<file path="config.mk">
export PLATFORM = sky130hd
export DESIGN_NAME = fir_filter_top
export DESIGN_NICKNAME = d
export VERILOG_FILES = /design/src/rtl/fir_filter_top.sv
export SDC_FILE = /design/constraint.sdc
export NUM_CORES = 1
export LEC_CHECK = 0
export ABC_AREA = 1
export BUFFER_PORTS_ARGS = -buffer_cell sky130_fd_sc_hd__buf_2
export CAP_MARGIN = 20
export CORE_UTILIZATION = 42
export DETAILED_ROUTE_END_ITERATION = 12
export SETUP_SLACK_MARGIN = 0.5
export SLEW_MARGIN = 10
export SYNTH_ARGS = -nofsm -noshare
export SYNTH_HDL_FRONTEND = slang
export SYNTH_SLANG_ARGS = --single-unit
</file>
<file path="constraint.sdc">
create_clock -name clk -period 7.6 [get_ports clk]
set_clock_uncertainty 0.1 [all_clocks]
set_input_delay 1.14 -clock clk [delete_from_list [all_inputs] [get_ports clk]]
set_output_delay 1.14 -clock clk [all_outputs]
set_load 0.01 [all_outputs]
</file>
<file path="src/rtl/fir_filter_top.sv">
// -----------------------------------------------------------------------------
// fir_filter_top
//
// Streaming fixed-coefficient FIR filter. Signed Q1.15 samples in, filtered
// signed Q1.15 samples out, one sample per clock at full throughput.
//
// Datapath:
//   delay line (NTAPS x 16b)  ->  stage 1: NTAPS parallel 16x16 products
//                             ->  stage 2: sum, round half up, >>> 15,
//                                          saturate or wrap to 16 bits
//
// Parameters:
//   NTAPS  number of taps (>= 2), default 8
//   COEFS  packed NTAPS x 16-bit signed Q1.15 coefficients, h[0] in [15:0].
//          The default (8 x 16'h1000) is a 1/8 moving average.
//
// Ports:
//   clk      in   rising-edge clock
//   rst_n    in   asynchronous active-low reset
//   i_data   in   16-bit signed input sample
//   i_valid  in   i_data is valid
//   o_ready  out  block accepts an input sample this cycle
//   o_data   out  16-bit signed filtered sample
//   o_valid  out  o_data is valid
//   i_ready  in   downstream accepts o_data this cycle
//
// Build option:
//   FIR_SAT_EN  when defined, the rounded result saturates to 16'h7FFF /
//               16'h8000 on overflow. When undefined, the result is simply
//               truncated to its low 16 bits (two's-complement wrap) and no
//               saturation logic is built.
// -----------------------------------------------------------------------------
module fir_filter_top #(
    parameter int                  NTAPS = 8,
    parameter logic [NTAPS*16-1:0] COEFS = {8{16'h1000}}
) (
    input  logic        clk,
    input  logic        rst_n,
    input  logic [15:0] i_data,
    input  logic        i_valid,
    output logic        o_ready,
    output logic [15:0] o_data,
    output logic        o_valid,
    input  logic        i_ready
);

    // Accumulator wide enough that the sum of NTAPS full-scale 32-bit
    // products can never overflow.
    localparam int AW = 32 + $clog2(NTAPS);
    // Width of the accumulator after dropping the 15 fractional bits.
    localparam int SW = AW - 15;

    // Round-half-up constant: 2^14 in accumulator width.
    localparam logic signed [AW-1:0] RND = {{(AW-15){1'b0}}, 1'b1, 14'b0};

    // -------------------------------------------------------------------------
    // Handshake semantics (both sides):
    //   A transfer happens at a rising clk edge when valid && ready are both
    //   high. A source holding valid high keeps its data stable until the
    //   transfer. Here o_ready is a pure function of the output register
    //   state and i_ready (never of i_valid): the whole pipeline moves
    //   ("advance") whenever the output register is empty or is being
    //   drained this cycle; otherwise every stage holds.
    // -------------------------------------------------------------------------
    logic advance;
    logic accept;

    assign advance = !o_valid || i_ready;
    assign o_ready = advance;
    assign accept  = i_valid && advance;

    // -------------------------------------------------------------------------
    // Coefficients, unpacked for readability. Constant: no run-time reload.
    // -------------------------------------------------------------------------
    logic signed [15:0] coef [NTAPS];

    for (genvar k = 0; k < NTAPS; k++) begin : g_coef
        assign coef[k] = COEFS[16*k +: 16];
    end

    // -------------------------------------------------------------------------
    // Delay line. x_win is the window as it will look after this edge:
    // shifted by one with the new sample in tap 0 on accept, unchanged
    // otherwise. Stage 1 multiplies this post-shift window so a sample's
    // result leaves the block exactly two edges after it was accepted.
    // -------------------------------------------------------------------------
    logic signed [15:0] x_q   [NTAPS];
    logic signed [15:0] x_win [NTAPS];

    always_comb begin
        for (int k = 0; k < NTAPS; k++) begin
            x_win[k] = x_q[k];
        end
        if (accept) begin
            x_win[0] = i_data;
            for (int k = 1; k < NTAPS; k++) begin
                x_win[k] = x_q[k-1];
            end
        end
    end

    // -------------------------------------------------------------------------
    // Stage 1: registered products.
    // -------------------------------------------------------------------------
    logic signed [31:0] p_q [NTAPS];
    logic               s1_valid;

    // -------------------------------------------------------------------------
    // Stage 2 combinational part: sum, round, scale, limit.
    // -------------------------------------------------------------------------
    logic signed [AW-1:0] acc;
    logic signed [AW-1:0] rounded;
    logic signed [SW-1:0] scaled;
    logic        [15:0]   result;

    always_comb begin
        acc = '0;
        for (int k = 0; k < NTAPS; k++) begin
            acc = acc + AW'(p_q[k]);
        end
    end

    assign rounded = acc + RND;
    // Arithmetic shift right by 15: keep the integer part of the rounded sum.
    assign scaled  = rounded[AW-1:15];

`ifdef FIR_SAT_EN
    localparam logic signed [SW-1:0] MAX_OUT = SW'(32767);
    localparam logic signed [SW-1:0] MIN_OUT = SW'(-32768);

    always_comb begin
        if (scaled > MAX_OUT) begin
            result = 16'h7FFF;
        end else if (scaled < MIN_OUT) begin
            result = 16'h8000;
        end else begin
            result = scaled[15:0];
        end
    end

    // The fractional bits are consumed by rounding only.
    logic unused_frac;
    assign unused_frac = ^rounded[14:0];
`else
    // Wrap: keep the low 16 bits of the scaled result.
    assign result = scaled[15:0];

    // Fractional bits and the overflow headroom are dropped on purpose.
    logic unused_frac;
    assign unused_frac = ^{rounded[14:0], scaled[SW-1:16]};
`endif

    // -------------------------------------------------------------------------
    // Sequential state: delay line, stage 1, stage 2 output register.
    // Everything moves together on advance and holds on a stall.
    // -------------------------------------------------------------------------
    always_ff @(posedge clk or negedge rst_n) begin
        if (!rst_n) begin
            for (int k = 0; k < NTAPS; k++) begin
                x_q[k] <= '0;
                p_q[k] <= '0;
            end
            s1_valid <= 1'b0;
            o_valid  <= 1'b0;
            o_data   <= '0;
        end else if (advance) begin
            for (int k = 0; k < NTAPS; k++) begin
                x_q[k] <= x_win[k];
                p_q[k] <= 32'(coef[k]) * 32'(x_win[k]);
            end
            s1_valid <= accept;
            o_valid  <= s1_valid;
            // o_data only changes when a new result arrives, so it keeps
            // the last delivered sample across idle gaps.
            if (s1_valid) begin
                o_data <= result;
            end
        end
    end

endmodule

</file>
==> metrics, run 1 <==
status=finished clean; Clock Latency Late Sink=0.43 ns; kind of critical path=register to register; Post-Syn Instances=around 960; synthesized net count=1114; Initial Util=between 40 and 50%; io pins=38; CTS tree=done; #FFs+latches synth=146; final slew viol count=0; gpl congestion=~0.8; dpl hpwl=~11000 um; vias per inst=4.52; crit path DAT=around 4.4 ns; total die area=about 22000 sq um; cells along the critical path=fa_1 > inv_1 > fa_1 > inv_1 > fa_1 > fa_1 > inv_1 > nor3_1 > fa_1 > nand3_1 > nand2_1 > nand3_1 > nand2_1 > nand2_1 > nand2_1 > nand2_1 > nand3_1 > nand2_1; global route overflow=0; worst setup path startpoint=p_q[14]; CTS Root Cell=clkbuf_16; WL/cell=roughly 12 um; EDFF count, synth=0; share of cells above drive strength 1=10.3%; hold-critical path depth=2; row count=53; Clock Path Buffers=2; post-route insts no fill=between 1000 and 1500; largest net degree at the start of global routing=140; Post-CTS Setup Bufs=0; Worst path max stage delay=roughly 0.55 ns; antenna viol nets, final=0; Num CTS Buffers=17; max-capacitance violation count=0; Mapped Avg Cell Area=~9.5 sq um; DRC viols=0; clock period minus worst slack=about 4.1 ns; R2R cell count=18; Mapped Area=9180 sq um; most frequent CP cell=nand2_1; period utilization=54.4%; reg-to-reg endpoint=o_data[13]; Final #Nets=about 1100; htree depth=4; fmax=242 MHz; synth-to-layout area growth=10.0%; class of the most critical hold timing path=register to register; worst r2r src=p_q[14]; post_cts resized=0; ys flop type=dfrtp_1; startpoint types=register; chip width=150 um; Final Hold Fails=0; Total Wirelength=15300 um; first-pass GRT wire length=27800 um; vias in the first global route=6132; YS warnings=0; clock sinks=146; First-pass DRT Iterations=4; synth unique cells=25; Port Buffers=37; Die Span Y=roughly 150 um; final setup fails=0; Synth async-reset ratio=100%; CP max-delay cell=fa_1; worst relative slew slack=41.4%; post-synthesis sequential area ratio=between 30% and 40%; CP endpoint kind=register; Placed Cells=1250; Total Routing Usage GR=15.8%; Iter 0 DRT Violations=between 200 and 300; CP Max Fanout=3; Worst Min Path Start=o_data[0]; clock-pin slew on the worst setup and hold paths=0.07 ns; TNS Setup=0 ns; cts hold-fix bufs=0; RSZ-0062 raised after global routing=no; vias=~5800; critical path data required time=between 7 and 8 ns; actual slew at the worst max-slew pin=a little under 0.9 ns; Inserted Diodes=0; Worst Hold End=o_data[0]; initial antenna violation count=0; Placeable Area=21200 sq um; reg2reg setup slack=3.47 ns
-- stage by stage --
step                      util (%)  cell area [sq um]  setup slack [ns]  hold slack (ns)
after floorplan                  -               9180              3.73            0.353
after global placement        44.8               9500              3.46            0.359
after detailed placement      44.8               9500              3.44            0.358
after CTS                     47.5              10100              3.45            0.373
after global routing          47.6              10100              3.24            0.394
final                         47.6              10100              3.47            0.368
-- cell usage after synthesis (9+ instances only) --
cell type,number,share of area (%)
o21ai_0,80,4.4
o21ai_1,22,1.2
nand3_1,17,0.93
buf_6,14,1.7
xnor2_1,9,0.86
nor2_1,38,1.6
mux2_2,17,2.1
buf_2,10,0.55
fa_1,98,21
ha_1,32,4.4
a21oi_1,28,1.5
nand2_1,175,7.2
inv_1,249,10
dfrtp_1,146,40
-- cells by family (layout without fill, tap and decap cells) --
family	after synthesis	count (layout)	synth area share (%)
simple gates	248	248	11.0
compound gates	136	136	7.66
fa+ha+maj	130	130	25.7
mux	17	17	2.09
flops	146	146	39.8
xor+xnor	9	9	0.859
buf+inv	278	321	12.8
-- area by class of cell --
type,instances,area [sq um]
clock buffer,18,429
sequential,146,3650
fill,2047,11100
clock inverter,13,138
multi-input combinational,540,4360
inverter,250,941
timing repair buffer,40,234
tap,275,344
-- how the worst max path moves through the flow --
stage	depth (start not counted)	end
finish	18	o_data[13]
global route	19	o_data[15]
CTS	17	o_data[13]
global placement	17	o_data[13]
detailed placement	17	o_data[13]
floorplan	17	o_data[13]
-- layer usage --
| metal | track usage [%] | part of all wire (%) | vias up |
|---|---|---|---|
| met5 | 0 | 0 | - |
| met4 | 4.70 | 1.4 | 0 |
| met3 | 3.08 | 2.0 | 20 |
| met2 | 28.9 | 53 | 38 |
| met1 | 18.5 | 44 | 2819 |
| li1 | - | - | 2917 |
-- cell usage in the layout, fill, tap and decap left out --
cell type / n
buf_4: 2
nand3_1: 17
xnor2_1: 9
inv_4: 1
clkinv_2: 3
o21ai_0: 80
ha_1: 32
buf_2: 36
o21ai_1: 22
dfrtp_1: 146
nor2_1: 38
nor3_1: 3
inv_6: 2
nand2_2: 6
buf_16: 1
nand3b_1: 4
clkinvlp_4: 6
and2_1: 1
fa_1: 98
nor2_4: 2
nor2_2: 1
clkbuf_1: 1
clkbuf_16: 17
inv_1: 249
nand2_1: 175
a21oi_1: 28
bufinv_16: 2
nand2_8: 1
mux2_2: 17
buf_6: 1
a21oi_2: 6
-- worst max-delay path, delay by kind of cell (launching register included) --
| kind | cells | cell delay, ns |
|---|---|---|
| buffers and inverters | 3 | 0.15 |
| adders and majority gates | 5 | 2.33 |
| DFF | 1 | 0.39 |
| and+or+nand+nor | 10 | 1.06 |
-- registers in the layout, summed over array words and instances (netlist names) --
register,flops
x_q,96
p_q,32
o_data,16
o_valid,1
s1_valid,1
Power of run 1 is not shown: default switching activity piles up to over one toggle a cycle in this logic, so the estimate is an artifact.
==> run 2, diff against run 1 <==
==> constraint.sdc (replaced) <==
create_clock -name clk -period 3.62 [get_ports clk]
set_clock_uncertainty 0.1 [all_clocks]
set_input_delay 0.543 -clock clk [delete_from_list [all_inputs] [get_ports clk]]
set_output_delay 0.543 -clock clk [all_outputs]
set_load 0.01 [all_outputs]
==> run 2 against run 1 <==
The flow now finishes with violations (negative setup slack); sequential cell count unchanged; first-iteration DRC count is 9.2% lower; non-clock buffer count is 69 higher; final cell count increased by 5.5%; count of clock-buffer cells in the layout down 1; global-route usage is 1.7 points higher; final area up 10%; die area stayed put; wire length rose by 11%; critical path depth down 1; utilization is 4.8 points higher.
==> metrics, run 2 (synthesis results as in run 1) <==
kind of critical path=register to register; Placed Cells=1315 (+5.2%); antenna viol nets, final=0 (unchanged); First-pass DRT Iterations=5 (+1); row count=53 (unchanged); synth-to-layout area growth=21.1%; vias per inst=4.51 (-0.22%); global route overflow=0 (unchanged); startpoint types=register; post-route insts no fill=1352 (+5.5%); cts hold-fix bufs=0 (unchanged); CP Max Fanout=3 (unchanged); clock-pin slew on the worst setup and hold paths=0.07 ns (about the same); Final Hold Fails=0 (unchanged); largest net degree at the start of global routing=77 (-45%); share of cells above drive strength 1=27.0% (+17 points); gpl congestion=0.782 (+0.51%); Clock Latency Late Sink=0.43 ns (about the same); most frequent CP cell=fa_1; most frequent cells in the layout=inv_1 (211), nand2_1 (151), dfrtp_1 (146); clock sinks=146 (unchanged); worst relative slew slack=51.1% (+9.7 points); Total Routing Usage GR=17.5% (+1.7 points); io pins=38 (unchanged); biggest registers after layout=x_q x96, p_q x32, o_data x16; Total Wirelength=16900 um (+11%); Final #Nets=1214 (+6.0%); Initial Util=43.2% (unchanged); FILL cells=1952 (-4.6%); total die area=22400 sq um (unchanged); final slew viol count=0 (unchanged); htree depth=4 (unchanged); RSZ-0062 raised after global routing=yes; fmax=258 MHz (+6.6%); class of the most critical hold timing path=primary input to async pin; Placeable Area=21200 sq um (unchanged); DRC viols=0 (unchanged); setup ws final=-0.258 ns (-3.72 ns); Clock Path Buffers=2 (unchanged); WL/cell=12.5 um (+4.9%); CP max-delay cell=fa_1; Inserted Diodes=0 (unchanged); Die Span Y=150 um (unchanged); Most flops, register=x_q; Num CTS Buffers=17 (unchanged); vias in the first global route=6615 (+7.9%); max-capacitance violation count=0 (unchanged); initial antenna violation count=0 (unchanged); Finished Core Util=52.4% (+4.8 points); first-pass GRT wire length=30300 um (+9.1%); crit path DAT=4.11 ns (-0.25 ns); status=finished with violations; CP delay by family, top=adder cells; dpl hpwl=12100 um (+8.5%); Worst Path Buf+Inv=3 (unchanged); critical path data required time=3.85 ns (-3.97 ns); actual slew at the worst max-slew pin=0.733 ns (-0.146 ns); CP endpoint kind=register; clock period minus worst slack=3.88 ns (-0.257 ns); CTS Root Cell=clkbuf_16; period utilization=107% (+53 points); CTS tree=done; max FFs per register=96 (unchanged); failing checks=negative setup slack; cells along the critical path=fa_1 > inv_1 > fa_1 > inv_1 > fa_1 > fa_1 > inv_2 > nor3_4 > fa_2 > nand3_2 > nand2_4 > nand2_1 > nand2_2 > nand2_2 > nand3b_1 > nand3_2 > nand2_1; Port Buffers=37 (unchanged); final setup fails=15 (+15); chip width=150 um (unchanged); commonest non-fill, non-tap cell in the layout=inv_1; Iter 0 DRT Violations=228 (-9.2%); Worst path max stage delay=0.55 ns (about the same); vias=6097 (+5.2%)
==> run 2: changes by cell type in the layout (fill, tap and decap cells not counted), sizes merged <==
cell / change
clkinvlp: -4
inv: +8
bufinv: -1
clkinv: -1
clkbuf: -1
buf: +69
==> run 2: routing by layer <==
layer | GRT usage, % | part of all wire, % | vias to the layer above | wire [um]
met3 | 3.78 | 2.1 | 17 | 349
met1 | 20.6 | 43 | 2975 | 7310
met2 | 32.0 | 54 | 42 | 9050
met5 | 0 | 0 | - | 0
met4 | 4.39 | 1.1 | 0 | 180
li1 | - | - | 3063 | -
==> run 2: layout make-up <==
type	count	area (sq um)	area share (%)
multi-input combinational	540	4830	43.5
sequential	146	3650	32.9
inverter	250	941	8.47
timing repair buffer	109	756	6.80
clock buffer	17	425	3.83
tap	275	344	3.10
clock inverter	15	160	1.44
==> run 2: worst paths after layout <==
| kind | to | startpoint | slack (ns) | cells after the start |
|---|---|---|---|---|
| worst min register to register | x_q[51] | x_q[51] | 0.39 | 2 |
| min in group clk | x_q[120] | i_data[8] | 0.25 | 3 |
| worst max-delay path | o_data[11] | p_q[14] | -0.26 | 17 |
| max in group asynchronous | x_q[45] | rst_n | 2.54 | 2 |
| worst max register to register | o_data[11] | p_q[14] | -0.26 | 17 |
| worst min-delay path | x_q[119] | rst_n | 0.05 | 1 |
==> run 2: timing repair <==
item / CTS / global route
gates resized for setup: 39 / 40
pin swaps: 30 / 21
setup buffers: 3 / 2
setup endpoints to repair: 16 / 16
==> run 2: per-stage QoR <==
step	cell area (sq um)	setup TNS (ns)	hold WS (ns)	worst slack, ns
floorplan	9410	-0.0162	0.147	-0.0137
global placement	10200	-2.38	0.369	-0.257
detailed placement	10200	-2.39	0.373	-0.261
CTS	11000	-2.67	0.0662	-0.251
global route	11100	-5.00	0.0908	-0.399
finish	11100	-2.61	0.0450	-0.258
Power of run 2 is left out for the same reason.
